<file path="config.mk">
export PLATFORM = sky130hd
export DESIGN_NAME = p4_router_tap_stats
export DESIGN_NICKNAME = d
export VERILOG_FILES = /design/src/rtl/p4_router_tap_stats.sv
export SDC_FILE = /design/constraint.sdc
export NUM_CORES = 2
export LEC_CHECK = 0
export CAP_MARGIN = 10
export CORE_MARGIN = 1.5
export CORE_UTILIZATION = 45
export CTS_BUF_LIST = sky130_fd_sc_hd__clkbuf_4
export DETAILED_ROUTE_END_ITERATION = 12
export SYNTH_ARGS = -nofsm -noshare
export SYNTH_HDL_FRONTEND = slang
export SYNTH_SLANG_ARGS = --single-unit
export TNS_END_PERCENT = 5
</file>
<file path="constraint.sdc">
create_clock -name clk -period 19.1 [get_ports clk]
set_clock_uncertainty 0.05 [all_clocks]
set_input_delay 3.82 -clock clk [delete_from_list [all_inputs] [get_ports clk]]
set_output_delay 3.82 -clock clk [all_outputs]
set_load 0.05 [all_outputs]
</file>
<file path="src/rtl/p4_router_tap_stats.sv">
// Passive per-tap AXIS statistics: packet/byte/oversize counts and max packet length,
// with atomic snapshot into shadow registers and a registered readout port.
module p4_router_tap_stats #(
    parameter int unsigned NUM_TAPS      = 3,
    parameter int unsigned DATA_BYTES    = 64,
    parameter int unsigned CNT_WIDTH     = 64,
    parameter int unsigned MTU_BYTES     = 2000,
    parameter bit          SATURATE      = 1'b1,
    parameter bit          CLEAR_ON_SNAP = 1'b0
) (
    input  logic                             clk,
    input  logic                             sreset,
    input  logic [NUM_TAPS-1:0]              tap_tvalid,
    input  logic [NUM_TAPS-1:0]              tap_tready,
    input  logic [NUM_TAPS-1:0]              tap_tlast,
    input  logic [NUM_TAPS*DATA_BYTES-1:0]   tap_tkeep,
    input  logic                             clear,
    input  logic                             snap_req,
    output logic                             snap_done,
    input  logic                             rd_en,
    input  logic [$clog2(NUM_TAPS)+2-1:0]    rd_addr,
    output logic [CNT_WIDTH-1:0]             rd_data,
    output logic                             rd_valid
);

    localparam int unsigned BW = $clog2(DATA_BYTES + 1);
    localparam int unsigned AW = $clog2(NUM_TAPS) + 2;

    typedef logic [CNT_WIDTH-1:0] cnt_t;

    function automatic logic [BW-1:0] f_popcount(input logic [DATA_BYTES-1:0] keep);
        logic [BW-1:0] n;
        n = '0;
        for (int unsigned b = 0; b < DATA_BYTES; b++) begin
            n = n + BW'(keep[b]);
        end
        return n;
    endfunction

    function automatic logic [15:0] f_len(input logic [15:0] acc, input logic [BW-1:0] n);
        logic [16:0] s;
        s = {1'b0, acc} + 17'(n);
        return s[16] ? 16'hFFFF : s[15:0];
    endfunction

    function automatic cnt_t f_add(input cnt_t a, input cnt_t inc);
        logic [CNT_WIDTH:0] s;
        s = {1'b0, a} + {1'b0, inc};
        if (SATURATE && s[CNT_WIDTH]) begin
            return '1;
        end
        return s[CNT_WIDTH-1:0];
    endfunction

    logic [15:0]         r_len_acc [NUM_TAPS];
    cnt_t                r_pkts    [NUM_TAPS];
    cnt_t                r_bytes   [NUM_TAPS];
    cnt_t                r_ovs     [NUM_TAPS];
    cnt_t                r_max     [NUM_TAPS];
    cnt_t                r_shadow  [NUM_TAPS][4];

    logic [BW-1:0]       w_beat_bytes [NUM_TAPS];
    logic [15:0]         w_len        [NUM_TAPS];
    logic [15:0]         w_acc_nxt    [NUM_TAPS];
    cnt_t                w_pkts_nxt   [NUM_TAPS];
    cnt_t                w_bytes_nxt  [NUM_TAPS];
    cnt_t                w_ovs_nxt    [NUM_TAPS];
    cnt_t                w_max_nxt    [NUM_TAPS];
    logic [NUM_TAPS-1:0] w_beat;
    logic [NUM_TAPS-1:0] w_eop;
    logic                w_snap_clr;
    logic [AW-1:0]       w_rd_tap;
    cnt_t                w_rd_val;

    assign w_snap_clr = snap_req && CLEAR_ON_SNAP;
    assign w_rd_tap   = rd_addr >> 2;

    // Clear-on-snap restarts the live counters from zero but still adds this cycle's event.
    always_comb begin
        for (int unsigned t = 0; t < NUM_TAPS; t++) begin
            w_beat[t]       = tap_tvalid[t] & tap_tready[t];
            w_eop[t]        = w_beat[t] & tap_tlast[t];
            w_beat_bytes[t] = f_popcount(tap_tkeep[t*DATA_BYTES +: DATA_BYTES]);
            w_len[t]        = f_len(r_len_acc[t], w_beat_bytes[t]);
            w_acc_nxt[t]    = w_beat[t] ? (tap_tlast[t] ? 16'd0 : w_len[t]) : r_len_acc[t];

            w_pkts_nxt[t]  = w_snap_clr ? '0 : r_pkts[t];
            w_bytes_nxt[t] = w_snap_clr ? '0 : r_bytes[t];
            w_ovs_nxt[t]   = w_snap_clr ? '0 : r_ovs[t];
            w_max_nxt[t]   = w_snap_clr ? '0 : r_max[t];

            if (w_beat[t]) begin
                w_bytes_nxt[t] = f_add(w_bytes_nxt[t], CNT_WIDTH'(w_beat_bytes[t]));
            end
            if (w_eop[t]) begin
                w_pkts_nxt[t] = f_add(w_pkts_nxt[t], cnt_t'(1));
                if (32'(w_len[t]) > MTU_BYTES) begin
                    w_ovs_nxt[t] = f_add(w_ovs_nxt[t], cnt_t'(1));
                end
                if (CNT_WIDTH'(w_len[t]) > w_max_nxt[t]) begin
                    w_max_nxt[t] = CNT_WIDTH'(w_len[t]);
                end
            end
        end
    end

    always_comb begin
        w_rd_val = '0;
        for (int unsigned t = 0; t < NUM_TAPS; t++) begin
            if (w_rd_tap == AW'(t)) begin
                w_rd_val = r_shadow[t][rd_addr[1:0]];
            end
        end
    end

    always_ff @(posedge clk) begin
        if (sreset) begin
            snap_done <= 1'b0;
            rd_valid  <= 1'b0;
            rd_data   <= '0;
            for (int unsigned t = 0; t < NUM_TAPS; t++) begin
                r_len_acc[t] <= '0;
                r_pkts[t]    <= '0;
                r_bytes[t]   <= '0;
                r_ovs[t]     <= '0;
                r_max[t]     <= '0;
                for (int unsigned s = 0; s < 4; s++) begin
                    r_shadow[t][s] <= '0;
                end
            end
        end else begin
            snap_done <= snap_req;
            rd_valid  <= rd_en;
            if (rd_en) begin
                rd_data <= w_rd_val;
            end
            for (int unsigned t = 0; t < NUM_TAPS; t++) begin
                if (snap_req) begin
                    r_shadow[t][0] <= r_pkts[t];
                    r_shadow[t][1] <= r_bytes[t];
                    r_shadow[t][2] <= r_ovs[t];
                    r_shadow[t][3] <= r_max[t];
                end
                if (clear) begin
                    r_len_acc[t] <= '0;
                    r_pkts[t]    <= '0;
                    r_bytes[t]   <= '0;
                    r_ovs[t]     <= '0;
                    r_max[t]     <= '0;
                end else begin
                    r_len_acc[t] <= w_acc_nxt[t];
                    r_pkts[t]    <= w_pkts_nxt[t];
                    r_bytes[t]   <= w_bytes_nxt[t];
                    r_ovs[t]     <= w_ovs_nxt[t];
                    r_max[t]     <= w_max_nxt[t];
                end
            end
        end
    end

endmodule

</file>
==> impl_metrics.tcl <==
set metrics [dict create \
    drt-total-wl_um 196000 \
    area_growth_syn_to_layout_pct 12.9 \
    critPathMaxFanout 11 \
    cts_tree "built" \
    postRouteAntennaNets 0 \
    initial_core_util_pct 45.3 \
    root_buffer "clkbuf_4" \
    slew_viol_final 0 \
    dp_hpwl_um 135000 \
    clkLatencyLatePin_ns 1.33 \
    rsz0062_at_grt "false" \
    cts.path.max_buffers 4 \
    io_pins 276 \
    drt_iter0_drc 4662 \
    gr-total-overflow 0 \
    postCtsHoldBufs 0 \
    portBuffers 275 \
    post_cts_buffers 0 \
    track_usage_pct 23.0 \
    syn-num-nets 7074 \
    fmax_ghz 0.0789 \
    r2r_start "r_len_acc[2][0]" \
    synth_edf_count 1296 \
    ys_async_sr_fraction_pct 0 \
    slowest_stage "a31oi_1" \
    ys_seq_area_share_pct 53.9 \
    vias 52397 \
    firstDrtPassIters 6 \
    hold_path_class "flip-flop to flip-flop" \
    routedWlPerCell_um 20.8 \
    netlist_instances 6555 \
    nets 7465 \
    required_ns 19.98 \
    avgSynthCellArea_sq_um 11.4 \
    fp.dieH_um 410 \
    die-area_sq_mm 0.168 \
    fin_crit_sh_pct 66.4 \
    row_count 149 \
    synthFlopType "edfxtp_1" \
    core_area_sq_mm 0.165 \
    grt_max_degree 264 \
    max_slew_margin_pct 14.9 \
    end_kind "flip-flop" \
    cts_resized 0 \
    critPathLaunch "tap_tkeep[163]" \
    rr_worst_depth 17 \
    clock_sinks 1362 \
    drive_gt1_share_pct 11.4 \
    syn_area_sq_mm 0.0747 \
    setup_viol 0 \
    ys_types 78 \
    drc 0 \
    tightest_slew_ns 1.28 \
    hold_viol 0 \
    crit_arrival_ns 13.56 \
    synth_warnings 0 \
    grt_pass1_vias 51386 \
    worstSetupPathType "input pin to flip-flop" \
    tns_ns 0 \
    max_stage_delay_ns 0.59 \
    ys_seq_elements 1362 \
    htree_levels 5 \
    outcome "completed" \
    cts_buffers 384 \
    gp_congestion 0.875 \
    cpMostUsedCell "fa_1" \
    reg2reg_to "r_max[2][12]" \
    grt_pass1_wl_um 302000 \
    fin_crit_ns 12.68 \
    clk_pin_slew_ns 0.07 \
    die_width_um 410 \
    max-cap-violations 0 \
    endpoint "r_max[2][12]" \
    grt_antenna_before_repair 7 \
    crit_path_start_kind "input pin" \
    vias_per_cell 5.56 \
    ff2ff_setup_slack_ns 14.41 \
]
## flip-flops by register name, summed over array words and instances (netlist names)
| signal | count |
|---|---|
| r_shadow | 624 |
| r_bytes | 192 |
| r_ovs | 192 |
| r_pkts | 192 |
| rd_data | 64 |
| r_len_acc | 48 |
| r_max | 48 |
| rd_valid | 1 |
| snap_done | 1 |
## stage by stage
step	cells	cell area [sq um]	worst slack [ns]	util [%]	hold slack, ns
floorplan	6555	74700	3.04	-	0.475
global placement	8749	79600	5.40	48.3	0.409
detailed placement	8749	79600	5.20	48.3	0.414
CTS	9408	84300	6.54	51.2	0.424
global route	9414	84300	5.92	51.2	0.442
finish	9420	84300	6.42	51.2	0.424
## worst max-delay path, delay by kind of cell
family / cells / cell delay [ns]
compound gates: 11 / 2.16
xor+xnor: 1 / 0.20
fa+ha+maj: 11 / 5.04
buf+inv: 9 / 1.17
simple gates: 5 / 1.18
## cell type report
class / count / area (sq um)
flip-flops and latches: 1362 / 40200
clock buffers: 565 / 4240
well taps: 2189 / 2740
repair buffers: 353 / 3380
multi-input cells: 4406 / 31600
fillers: 14849 / 80500
diodes: 12 / 30.0
clock inverters: 94 / 474
inverters: 439 / 1650
## placed cells by master, fill, tap and decap left out, types with 15 or more instances in the layout
cell and n:
o21a_1 27, a21oi_1 610, o21bai_1 15, and4_1 49
a31oi_1 50, nor2_1 346, mux2i_1 157, or4_1 19
xnor2_1 217, o21ai_0 111, inv_1 437, ha_1 141
nand3_1 231, nor2b_1 18, fa_1 168, and3_1 141
edfxtp_1 1296, or3_1 36, xor2_1 272, clkinv_1 73
o221ai_1 23, nor3_1 135, mux4_2 76, dfxtp_1 66
nor4_1 49, clkbuf_4 565, and2_1 664, nand2_1 382
a21o_1 30, nand4_1 147, or2_2 15, o211ai_1 51
clkdlybuf4s50_1 269, nand2b_1 29, buf_4 77, o22a_1 20
a211oi_1 24
## routing by layer
layer | vias up | routed length, um | global-route usage (%)
li1 | 24581 | - | -
met1 | 25839 | 85600 | 31.7
met2 | 1651 | 92000 | 36.5
met3 | 324 | 13100 | 4.56
met4 | 2 | 5140 | 7.41
met5 | - | 11 | 0
## synth_stat cells (24+ instances only)
cell type	instances	share of area (%)
buf_1	41	0.21
fa_1	168	4.5
nor2_1	348	1.7
mux2i_1	157	2.1
mux4_2	76	2.3
nand2_1	387	1.9
nand4_1	147	1.2
a31oi_1	50	0.42
nand2b_1	29	0.24
nand3_1	231	1.5
xor2_1	272	3.2
xnor2_1	217	2.5
inv_1	439	2.2
and2_1	664	5.6
edfxtp_1	1296	52
or3_1	37	0.31
o21a_1	27	0.27
nor4_1	49	0.41
nor3_1	135	0.90
clkbuf_1	288	1.4
a21o_1	30	0.30
a211oi_1	24	0.24
o21ai_0	112	0.75
a21oi_1	610	4.1
and4_1	49	0.57
o211ai_1	51	0.51
dfxtp_1	66	1.8
and3_1	141	1.2
ha_1	141	2.4
## how the worst min path moves through the flow
stage	start	end	slack, ns	cells past startpoint
floorplan	r_max[0][10]	r_shadow[0][10]	0.47	1
global placement	rd_data[19]	rd_data[19]	0.41	2
detailed placement	rd_data[46]	rd_data[46]	0.41	2
CTS	rd_data[60]	rd_data[60]	0.42	2
global route	rd_data[27]	rd_data[27]	0.44	2
finish	rd_data[61]	rd_data[61]	0.42	2
## cell families after synthesis
logic type | share of synthesized area [%]
fa+ha+maj | 6.86
flops | 53.9
mux | 4.40
compound gates | 8.23
xor+xnor | 5.73
buf+inv | 4.00
simple gates | 16.9
Power is not shown: default switching activity piles up to over one toggle a cycle in this logic, so the estimate is an artifact.
